$ cat src/rtl/data_register_file.sv
// Parametrised data store: one gated write port, two independent read ports,
// optional registered read with write-first bypass, and a clear sweep after reset.
module data_register_file #(
  parameter int                    DATA_WIDTH   = 8,
  parameter int                    ADDR_WIDTH   = 4,
  parameter int                    READ_LATENCY = 1,
  parameter logic [DATA_WIDTH-1:0] CLEAR_VALUE  = '0
) (
  input  logic                  clk,
  input  logic                  reset,
  input  logic                  load,
  input  logic                  is_instruction,
  input  logic [ADDR_WIDTH-1:0] load_address,
  input  logic [DATA_WIDTH-1:0] cpu_input,
  input  logic [ADDR_WIDTH-1:0] address_a,
  input  logic [ADDR_WIDTH-1:0] address_b,
  output logic [DATA_WIDTH-1:0] data_a,
  output logic [DATA_WIDTH-1:0] data_b,
  output logic                  ready,
  output logic                  load_drop
);

  localparam int                    DEPTH     = 2 ** ADDR_WIDTH;
  localparam logic [ADDR_WIDTH-1:0] LAST_ADDR = ADDR_WIDTH'(DEPTH - 1);

  typedef enum logic {
    CLEAR,
    READY
  } state_t;

  state_t                state;
  state_t                state_next;
  logic [ADDR_WIDTH-1:0] clr_ptr;
  logic [ADDR_WIDTH-1:0] clr_ptr_next;
  logic [DATA_WIDTH-1:0] mem [DEPTH];
  logic                  data_req;
  logic                  we;
  logic                  drop_req;
  logic                  load_drop_q;

  // Instruction-bus traffic never touches this store; data loads only land once cleared.
  assign data_req  = load & ~is_instruction;
  assign we        = data_req & (state == READY);
  assign drop_req  = data_req & (state == CLEAR);
  assign ready     = (state == READY);
  assign load_drop = load_drop_q;

  always_ff @(posedge clk) begin
    if (reset) begin
      state       <= CLEAR;
      clr_ptr     <= '0;
      load_drop_q <= 1'b0;
    end else begin
      state       <= state_next;
      clr_ptr     <= clr_ptr_next;
      load_drop_q <= drop_req;
    end
  end

  // The pointer parks on the last address; the edge writing it also enters READY.
  always_comb begin
    state_next   = state;
    clr_ptr_next = clr_ptr;
    case (state)
      CLEAR: begin
        if (clr_ptr == LAST_ADDR) begin
          state_next = READY;
        end else begin
          clr_ptr_next = clr_ptr + ADDR_WIDTH'(1);
        end
      end
      READY: begin
        state_next = READY;
      end
    endcase
  end

  always_ff @(posedge clk) begin
    if (!reset) begin
      if (state == CLEAR) begin
        mem[clr_ptr] <= CLEAR_VALUE;
      end else if (we) begin
        mem[load_address] <= cpu_input;
      end
    end
  end

  // READ_LATENCY is 0 or 1; any non-zero value builds the registered path.
  generate
    if (READ_LATENCY == 0) begin : g_comb_read
      assign data_a = ready ? mem[address_a] : CLEAR_VALUE;
      assign data_b = ready ? mem[address_b] : CLEAR_VALUE;
    end else begin : g_reg_read
      logic [DATA_WIDTH-1:0] data_a_q;
      logic [DATA_WIDTH-1:0] data_b_q;

      // Write-first: a read hitting the address being written returns the new word.
      always_ff @(posedge clk) begin
        if (reset || state == CLEAR) begin
          data_a_q <= CLEAR_VALUE;
          data_b_q <= CLEAR_VALUE;
        end else begin
          data_a_q <= (we && load_address == address_a) ? cpu_input : mem[address_a];
          data_b_q <= (we && load_address == address_b) ? cpu_input : mem[address_b];
        end
      end

      assign data_a = data_a_q;
      assign data_b = data_b_q;
    end
  endgenerate

endmodule

$ cat config.mk
export PLATFORM = sky130hd
export DESIGN_NAME = data_register_file
export DESIGN_NICKNAME = d
export VERILOG_FILES = /design/src/rtl/data_register_file.sv
export SDC_FILE = /design/constraint.sdc
export NUM_CORES = 1
export LEC_CHECK = 0
export ABC_CLOCK_PERIOD_IN_PS = 2600
export BUFFER_PORTS_ARGS = -buffer_cell sky130_fd_sc_hd__clkbuf_2
export CAP_MARGIN = 10
export CORE_MARGIN = 2
export CORE_UTILIZATION = 25
export CTS_BUF_LIST = sky130_fd_sc_hd__clkbuf_8
export DETAILED_ROUTE_END_ITERATION = 10
export PLACE_DENSITY = 0.47
export SLEW_MARGIN = 20
export SYNTH_ARGS = -nofsm -noshare
export SYNTH_HDL_FRONTEND = slang
export SYNTH_SLANG_ARGS = --single-unit
$ cat constraint.sdc
create_clock -name clk -period 2.6 [get_ports clk]
set_input_delay 0.26 -clock clk [delete_from_list [all_inputs] [get_ports clk]]
set_output_delay 0.26 -clock clk [all_outputs]
set_load 0.02 [all_outputs]
==> results of run 1 <==
where the power goes:
part           total [mW]  switching (mW)  internal, mW  leakage (nW)
Sequential           2.62          0.0208          2.60          1.50
Clock                1.77           0.967         0.804         0.185
Combinational       0.388           0.195         0.193          1.42
per-stage QoR:
step                      instances  hold slack [ns]
after floorplan                 393           0.4218
after global placement          833           0.5531
after detailed placement        833           0.5655
after CTS                       865          0.05929
after global routing            865          0.08429
final                           865          0.08237
cells by family after synthesis:
group | share of synthesized area (%)
XOR/XNOR | 1.093
AND/OR/NAND/NOR | 4.268
AO/OA/AOI/OAI | 3.348
adder cells (fa/ha/maj) | 0.1735
buffers and inverters | 4.702
flip-flops | 59.40
multiplexers | 27.01
state kept, by name (all words and copies together), names as in the netlist:
name	cells
data_a	8
data_b	8
load_drop	1
clr_ptr	4
mem	128
ready	1
cell usage after synthesis, types with 2 or more instances:
library cell    n  area [um^2]
a22o_1          8        70.07
a31oi_1         7        43.79
and3_1          3        18.77
buf_12          2        40.04
buf_2           3        15.01
buf_6           8        90.09
clkbuf_1        8        30.03
clkbuf_8        5        68.82
dfxtp_1        22        440.4
edfxtp_1      128         3844
inv_1          17        63.81
mux2i_1         8        80.08
mux4_1         17        446.7
mux4_2         62         1396
nand2_1        19        71.32
nand2b_1        2        12.51
nand3_1         2        10.01
nor2_1         23        86.33
nor2b_1         4        25.02
nor3_1          4        20.02
nor3b_1         3        22.52
o21ai_0         4        20.02
o22ai_1         5        31.28
o31ai_1         2        15.01
xnor2_1         6        52.55
xor2_1          3        26.28
path summary, 6_finish.rpt:
check                from        end  slack (ns)  cells past startpoint
max                 ready  data_a[5]        0.28                      5
min          cpu_input[6]  data_b[6]        0.08                      3
max reg2reg         ready  data_a[5]        0.28                      5
min reg2reg         ready  load_drop        0.65                      1
worst max-delay path: stages (launching register included):
cell and delay, ns:
dfxtp_1 0.51, and4bb_4 0.42, mux2i_1 0.28, or2_0 0.16
and3_1 0.64, a22o_1 0.25
per-layer routing:
metal  vias up  part of all wire (%)  GRT usage [%]
met3        26                   4.8          2.873
met1      2270                    46          19.26
met2       136                    47          21.51
li1       1779                     -              -
met4         0                   2.2          5.007
met5         -                     0              0
placed cells by master, fill, tap and decap left out, types with 3 or more instances in the layout:
master and instances:
inv_6 4, clkbuf_2 41, o22ai_1 5, xnor2_1 6, nand2_1 19, inv_1 17
edfxtp_1 128, dfxtp_1 22, o21ai_0 4, buf_4 40, xor2_1 3, clkbuf_8 18
clkinv_4 4, nor3b_1 3, a22o_1 8, nor2_1 23, mux2i_1 8, a31oi_1 7
buf_12 4, mux4_1 17, nor2b_1 4, and3_1 3, clkinvlp_4 4, mux4_2 62
nor3_1 4
final cells by class:
type	instances	area (um^2)	area share, %
Clock inverter	14	141.4	1.684
Clock buffer	18	247.7	2.951
Tap cell	384	480.5	5.723
Inverter	18	67.56	0.8048
Timing Repair Buffer	85	585.6	6.975
Multi-Input combinational cell	196	2589	30.83
Sequential cell	150	4284	51.03
==> key figures, run 1 <==
Run status
  – Run status: finished, final reports clean

Clock tree
  – # Post-CTS Setup Buffers: 0
  – Post_cts resized: 0
  – Clk Latency, worst-skew pair: between 0.4 and 0.5 ns
  – CTS H-tree lvls: 4
  – Num CTS Buffers: 17
  – CTS tree: built
  – Total clock sinks: 150
  – Maximum clock path buffer count: 2
  – Clock transition at path regs: 0.09 ns
  – Cts hold-fix bufs: 0
  – CTS Root Cell: clkbuf_8

Power and ir drop
  – Total design power: about 4.8 mW
  – Pwr/cell area: 569.5 mW/mm^2
  – Pleak: around 3.1 nW
  – Maximum VDD drop: around 260 uV

Timing
  – Worst Slack Setup Final: 0.2771 ns
  – Slew Limit Fails: 0
  – RSZ-0062 raised after global routing: no
  – Slew HR: between 50% and 60%
  – Period Utilization, post-route: 89.34%
  – Slew @ Worst Pin: 0.7242 ns
  – Final min period: 2.323 ns
  – Clock skew: about 0.015 ns
  – Setup TNS: 0 ns
  – Hold Vio Cnt, Final: 0
  – Setup-failing EPs final: 0
  – Fmax: 0.4305 GHz

Yosys
  – Number of distinct library cells after synthesis: 44
  – Post-synth net total: 418
  – Post-synthesis register bit count: 150
  – Syn Inst Count: 393
  – Synthesis Warnings: 0
  – Syn Area/Cell: roughly 18 um^2
  – Synth async-reset ratio: 0%
  – Synth Flop Type: edfxtp_1
  – Seq/Total Area, Yosys: between 50% and 60%
  – Number of synthesized flops with an enable pin: 128
  – Syn Std Cell Area: 0.007212 mm^2

Route
  – Drt drc: 0
  – Drt total wl: 20190 um
  – TritonRoute pass-1 iters: 5
  – DRT iter0 DRCs: 432
  – Post-DRT Antenna Nets: 0
  – WL/cell: 23.34 um
  – Vias per inst: 4.868
  – Via count: 4211

Worst setup path
  – CP Launch Type: register
  – WS Path Type: register to register
  – Worst Path Arrival: 2.72 ns
  – Critical Path Fanout Max: 15
  – WP data required: about 3.0 ns
  – Crit end category: register

Flow run
  – Max-cap violations: 0

Die
  – Die H: 173.8 um
  – Initial Util: 25.26%
  – Top Ports: 42
  – Die Wd: around 170 um
  – Die Area: between 0.03 and 0.04 mm^2
  – Site Rows: 62
  – Core Region: 0.02855 mm^2

Placement
  – Placer Congestion: 0.8299
  – Pre-CTS WS: 0.3159 ns
  – Placement Cell Area: 0.008006 mm^2
  – Hpwl dp: 13420 um
  – I/O Buffers: 41

Layout
  – # nets final: 493
  – Ant. Diodes: 0
  – Final core utilization: just under 30%
  – Final instance area: 0.008396 mm^2
  – Share of layout cells above drive strength 1: 38.25%
  – Growth of design area from synthesis to finish: 16.41%
  – FILL cells: slightly below 3000

Global route
  – Initial antenna violation count: 0
  – Pin count of the biggest net entering global routing: 35
  – Global route total overflow: 0
  – Vias in the first global route: 4342
  – First-pass GRT wire length: 29890 um
  – Gr usage total: ~14%

Worst hold path
  – Type of the worst min-delay path: input port to register
Power figures use the tool's default switching activity.
==> run 2, diff against run 1 <==
--- a/config.mk
+++ b/config.mk
@@ -5,14 +5,14 @@
 export SDC_FILE = /design/constraint.sdc
 export NUM_CORES = 1
 export LEC_CHECK = 0
-export ABC_CLOCK_PERIOD_IN_PS = 2600
+export ABC_CLOCK_PERIOD_IN_PS = 2560
 export BUFFER_PORTS_ARGS = -buffer_cell sky130_fd_sc_hd__clkbuf_2
 export CAP_MARGIN = 10
 export CORE_MARGIN = 2
-export CORE_UTILIZATION = 25
+export CORE_UTILIZATION = 63
 export CTS_BUF_LIST = sky130_fd_sc_hd__clkbuf_8
 export DETAILED_ROUTE_END_ITERATION = 10
-export PLACE_DENSITY = 0.47
+export PLACE_DENSITY = 0.9
 export SLEW_MARGIN = 20
 export SYNTH_ARGS = -nofsm -noshare
 export SYNTH_HDL_FRONTEND = slang
==> constraint.sdc (replaced) <==
create_clock -name clk -period 2.56 [get_ports clk]
set_input_delay 0.256 -clock clk [delete_from_list [all_inputs] [get_ports clk]]
set_output_delay 0.256 -clock clk [all_outputs]
set_load 0.02 [all_outputs]
==> run 2 against run 1 <==
Against the previous run: count of clock-buffer cells in the layout is 2 higher; die area down 59%; first-iteration DRC count increased by 47%; clock power rose by 2%; flip-flop and latch count stayed put; maximum frequency fell by 1.7%; critical endpoint is now data_b[5].
==> key figures, run 2 (synthesized netlist as in run 1, its figures left out) <==
Clock tree
  – Cts hold-fix bufs: 0 (unchanged)
  – Clk Latency, worst-skew pair: 0.46 ns (about the same)
  – CTS tree: built
  – CTS Root Cell: clkbuf_8
  – # Post-CTS Setup Buffers: 0 (unchanged)
  – Num CTS Buffers: 17 (unchanged)
  – Maximum clock path buffer count: 2 (unchanged)
  – Total clock sinks: 150 (unchanged)
  – CTS H-tree lvls: 4 (unchanged)
  – Clock transition at path regs: 0.08 ns (about the same)
  – Post_cts resized: 0 (unchanged)

Global route
  – Pin count of the biggest net entering global routing: 36 (+2.9%)
  – Vias in the first global route: 4435 (+2.1%)
  – First-pass GRT wire length: 26540 um (-11%)
  – Initial antenna violation count: 0 (unchanged)
  – Global route total overflow: 0 (unchanged)
  – Gr usage total: 30.35% (+16 points)

Placement
  – Placer Congestion: 0.9334 (+12%)
  – Hpwl dp: 11520 um (-14%)
  – I/O Buffers: 41 (unchanged)

Layout
  – Largest register FFs: 128 (unchanged)
  – Most frequent cells in the layout: edfxtp_1 (128), mux4_2 (62), clkbuf_2 (41), buf_4 (32), nor2_1 (23)
  – Ant. Diodes: 0 (unchanged)
  – FILL cells: 636 (-78%)
  – Largest Register: mem
  – # nets final: 486 (-1.4%)
  – Growth of design area from synthesis to finish: 11.92%
  – Share of layout cells above drive strength 1: 37.34% (-0.91 points)
  – Most common cell after layout, fill and taps aside: edfxtp_1

Timing
  – Setup TNS: 0 ns (unchanged)
  – Final min period: 2.364 ns (+0.04071 ns)
  – Fmax: 0.4231 GHz (-1.7%)
  – Slew @ Worst Pin: 0.8664 ns (+0.1422 ns)
  – RSZ-0062 raised after global routing: no
  – Hold Vio Cnt, Final: 0 (unchanged)
  – Slew HR: 41.75% (-10 points)
  – Slew Limit Fails: 0 (unchanged)
  – Period Utilization, post-route: 92.33% (+3.0 points)
  – Setup-failing EPs final: 0 (unchanged)
  – Clock skew: 0.01014 ns (-0.004549 ns)

Worst setup path
  – Reg-to-reg endpoint: data_b[5]
  – Worst Setup SP: ready
  – Reg2Reg Launch Point: ready
  – Critical path's top delay family: compound AO/OA/AOI/OAI gates
  – WP data required: 2.85 ns (-0.15 ns)
  – CP Launch Type: register
  – Crit end category: register
  – Max incr delay on CP: 0.72 ns (+0.08 ns)
  – Critical Path Fanout Max: 30 (+15)
  – Buffers & Inverters on Critical Path: 1 (+1)
  – Worst Path Arrival: 2.66 ns (-0.06 ns)
  – Worst-path cell chain: and4bb_4, buf_12, o221a_2, o22ai_1, o31ai_1, o22ai_1
  – Worst reg2reg setup slack: 0.20 ns (-0.08 ns)
  – WS Path Type: register to register
  – Slowest CP cell: o31ai_1
  – Most used cell, CP: o22ai_1
  – Worst Setup EP: data_b[5]
  – Reg2Reg Depth: 6 (+1)
  – Critical path depth in cells: 6 (+1)

Route
  – TritonRoute pass-1 iters: 5 (unchanged)
  – Drt drc: 0 (unchanged)
  – Vias per inst: 7.057 (+45%)
  – WL/cell: 28.57 um (+22%)
  – Post-DRT Antenna Nets: 0 (unchanged)
  – Via count: 4354 (+3.4%)
  – DRT iter0 DRCs: 633 (+47%)
  – Drt total wl: 17630 um (-13%)

Die
  – Die Area: 0.01232 mm^2 (-59%)
  – Top Ports: 42 (unchanged)
  – Site Rows: 39 (-37%)
  – Die Wd: 111.0 um (-36%)
  – Core Region: 0.01127 mm^2 (-61%)
  – Die H: 111.0 um (-36%)
  – Initial Util: 63.98% (+39 points)

Worst hold path
  – Type of the worst min-delay path: input port to register

Power and ir drop
  – Total design power: 4.860 mW (+1.6%)
  – Pwr/cell area: 602.1 mW/mm^2 (+5.7%)
  – Maximum VDD drop: 407.5 uV (+54%)
  – Pleak: 3.101 nW (-0.25%)

Flow run
  – Max-cap violations: 0 (unchanged)

Run status
  – Run status: finished, final reports clean
-- run 2: cell count changes in the layout (fill, tap and decap cells not counted), moves of 2 or more --
cell,previous run,this run
buf_4,40,32
clkinv_2,0,4
clkinv_4,4,1
clkbuf_8,18,20
clkinvlp_4,4,2
inv_6,4,2
-- run 2: power by group --
group          switching, mW  internal (mW)  leakage, nW
Combinational          0.188          0.191         1.39
Clock                  0.875          0.939        0.207
Sequential            0.0229           2.64         1.50
-- run 2: how the worst min path moves through the flow --
stage	from	to	slack (ns)	cells past startpoint
floorplan	cpu_input[0]	data_b[0]	0.42	2
global placement	cpu_input[7]	data_b[7]	0.52	3
detailed placement	cpu_input[7]	data_b[7]	0.55	3
CTS	cpu_input[3]	data_b[3]	0.06	3
global route	cpu_input[6]	data_b[6]	0.08	3
finish	cpu_input[3]	data_b[3]	0.08	3
-- run 2: final cells by class --
cell class              count  area (um^2)  area share (%)
repair buffers             78        545.5           6.759
inverters                  18        67.56          0.8371
clock inverters            12        125.1           1.550
flip-flops and latches    150         4284           53.08
well taps                 143        178.9           2.217
clock buffers              20        275.3           3.410
multi-input cells         196         2595           32.15
-- run 2: per-stage QoR --
stage	util [%]	setup slack (ns)	std cells	instance area [um^2]	hold WS, ns
finish	71.61	0.1964	617	8071	0.08045
global route	71.61	0.1487	617	8071	0.07977
CTS	71.55	0.2446	617	8065	0.05854
detailed placement	68.00	0.2215	585	7665	0.5504
global placement	68.00	0.3541	585	7665	0.5177
floorplan	-	0.2758	393	7212	0.4178
-- run 2: worst reg2reg max path, stage by stage (launching register included) --
cell and delay, ns:
dfxtp_1 0.48, and4bb_4 0.31, buf_12 0.19, o221a_2 0.20, o22ai_1 0.08, o31ai_1 0.72, o22ai_1 0.22
-- run 2: routing by layer --
metal  track usage, %  vias up  share of wire [%]
li1                 -     1768                  -
met1            40.88     2147                 35
met2            45.48      362                 47
met3            10.01       77                 13
met4            14.75        0                4.5
met5                0        -                  0
==> run 3, diff against run 2 <==
--- a/config.mk
+++ b/config.mk
@@ -13,6 +13,7 @@
 export CTS_BUF_LIST = sky130_fd_sc_hd__clkbuf_8
 export DETAILED_ROUTE_END_ITERATION = 10
 export PLACE_DENSITY = 0.9
+export RECOVER_POWER = 25
 export SLEW_MARGIN = 20
 export SYNTH_ARGS = -nofsm -noshare
 export SYNTH_HDL_FRONTEND = slang
==> run 3 against run 2 <==
Against the previous run: clock power about the same; sequential power about the same; critical endpoint unchanged; highest routed layer unchanged; worst hold slack better by 0.0026 ns.
==> key figures, run 3 (synthesized netlist as in run 1, its figures left out) <==
Run status
  – Run status: finished, final reports clean

Clock tree
  – Clock transition at path regs: 0.08 ns (about the same)
  – CTS H-tree lvls: 4 (unchanged)
  – Clk Latency, worst-skew pair: 0.45 ns (about the same)
  – Total clock sinks: 150 (unchanged)
  – Num CTS Buffers: 17 (unchanged)
  – CTS Root Cell: clkbuf_8
  – # Post-CTS Setup Buffers: 0 (unchanged)
  – Maximum clock path buffer count: 2 (unchanged)
  – Cts hold-fix bufs: 0 (unchanged)
  – Post_cts resized: 0 (unchanged)
  – CTS tree: built

Global route
  – Vias in the first global route: 4435 (unchanged)
  – First-pass GRT wire length: 26540 um (unchanged)
  – Initial antenna violation count: 0 (unchanged)
  – Gr usage total: 30.35% (unchanged)
  – Global route total overflow: 0 (unchanged)
  – Pin count of the biggest net entering global routing: 36 (unchanged)

Layout
  – Largest register FFs: 128 (unchanged)
  – Share of layout cells above drive strength 1: 33.54% (-3.8 points)
  – Most frequent cells in the layout: edfxtp_1 (128), mux4_2 (62), buf_4 (32), nor2_1 (23), clkbuf_2 (23)
  – Ant. Diodes: 0 (unchanged)
  – Final instance area: 0.008049 mm^2 (-0.28%)
  – # nets final: 486 (unchanged)
  – Largest Register: mem
  – Final core utilization: 71.41% (-0.20 points)
  – Growth of design area from synthesis to finish: 11.61%
  – Most common cell after layout, fill and taps aside: edfxtp_1

Route
  – TritonRoute pass-1 iters: 5 (unchanged)
  – DRT iter0 DRCs: 651 (+2.8%)
  – Top sig layer: met4
  – WL met2: 8271 um (+0.29%)
  – Vias per inst: 7.062 (about the same)
  – Drt drc: 0 (unchanged)
  – WL/cell: 28.62 um (+0.17%)
  – Length of routed met3 wiring: 2258 um (-4.0%)
  – Drt total wl: 17660 um (+0.17%)
  – Post-DRT Antenna Nets: 0 (unchanged)
  – Met1 Wirelength: 6317 um (+1.4%)
  – Via count: 4357 (+0.069%)

Placement
  – I/O Buffers: 41 (unchanged)
  – Placement Cell Area: 0.007665 mm^2 (unchanged)
  – Hpwl dp: 11520 um (unchanged)
  – Pre-CTS WS: 0.2215 ns (unchanged)
  – Placer Congestion: 0.9334 (unchanged)

Timing
  – Setup-failing EPs final: 0 (unchanged)
  – Fmax: 0.4238 GHz (+0.17%)
  – Period Utilization, post-route: 92.17% (-0.16 points)
  – Worst Slack Setup Final: 0.2006 ns (+0.004110 ns)
  – Clock skew: 0.009867 ns (-0.0002774 ns)
  – Hold Vio Cnt, Final: 0 (unchanged)
  – Slew HR: 42.00% (+0.25 points)
  – Slew @ Worst Pin: 0.8626 ns (-0.003773 ns)
  – Final min period: 2.359 ns (-0.004110 ns)
  – Slew Limit Fails: 0 (unchanged)
  – Setup TNS: 0 ns (unchanged)
  – RSZ-0062 raised after global routing: no

Worst hold path
  – Type of the worst min-delay path: input port to register
  – Hold path depth: 3 (unchanged)

Die
  – Die Area: 0.01232 mm^2 (unchanged)
  – Site Rows: 39 (unchanged)
  – Die Wd: 111.0 um (unchanged)
  – Core Region: 0.01127 mm^2 (unchanged)
  – Die H: 111.0 um (unchanged)
  – Top Ports: 42 (unchanged)
  – Initial Util: 63.98% (unchanged)

Worst setup path
  – WS Path Type: register to register
  – Reg2Reg Depth: 6 (unchanged)
  – CP Launch Type: register
  – Critical Path Fanout Max: 30 (unchanged)
  – Worst reg2reg setup slack: 0.20 ns (about the same)
  – Worst Path Arrival: 2.65 ns (about the same)
  – WP data required: 2.85 ns (about the same)
  – Crit end category: register

Power and ir drop
  – Pleak: 3.039 nW (-2.0%)
  – Int Power: 3.773 mW (about the same)
  – Maximum VDD drop: 407.5 uV (about the same)
  – Net Sw Frac: 22.35% (about the same)
  – Flop pwr share: 54.8% (about the same)
  – Clock power frac: 37.3% (about the same)
  – Pwr/cell area: 603.7 mW/mm^2 (+0.27%)
  – P_sw: 1.086 mW (about the same)
  – Combinational share of power: 7.8% (about the same)

Flow run
  – Max-cap violations: 0 (unchanged)
[run 3: worst paths after layout]
check | from | endpoint
worst min register to register | ready | load_drop
worst max-delay path | ready | data_b[5]
worst max register to register | ready | data_b[5]
worst min-delay path | cpu_input[3] | data_b[3]
[run 3: layer usage]
| layer | vias to the layer above | track usage (%) |
|---|---|---|
| li1 | 1769 | - |
| met1 | 2156 | 40.88 |
| met2 | 361 | 45.48 |
| met3 | 71 | 10.01 |
| met4 | 0 | 14.75 |
| met5 | - | 0 |
[run 3: power by group through the flow]
stage	Combinational (mW)	Sequential (mW)	Clock, mW
6_report	0.380	2.67	1.81
5_1_grt	0.399	2.67	1.92
4_1_cts	0.375	2.66	1.84
3_5_place_dp	0.372	2.72	0
3_3_place_gp	0.360	2.72	0
2_1_floorplan	0.293	2.70	0
[run 3: layout make-up]
class / count / area, um^2
fillers: 648 / 3223
well taps: 143 / 178.9
flip-flops and latches: 150 / 4284
inverters: 18 / 67.56
clock buffers: 20 / 275.3
clock inverters: 12 / 125.1
repair buffers: 78 / 523.0
multi-input cells: 196 / 2595
[run 3: worst max-delay path: stages (launching register included)]
cell      delay [ns]
dfxtp_1         0.48
and4bb_4        0.31
buf_12          0.19
o221a_2         0.20
o22ai_1         0.08
o31ai_1         0.72
o22ai_1         0.22
[run 3: per-stage QoR]
stage                     power (mW)  instances  hold WS [ns]
after detailed placement       3.091        585        0.5504
after floorplan                2.998        393        0.4178
after global placement         3.075        585        0.5177
final                          4.859        617       0.08305
after global routing           4.986        617       0.07977
after CTS                      4.874        617       0.05854
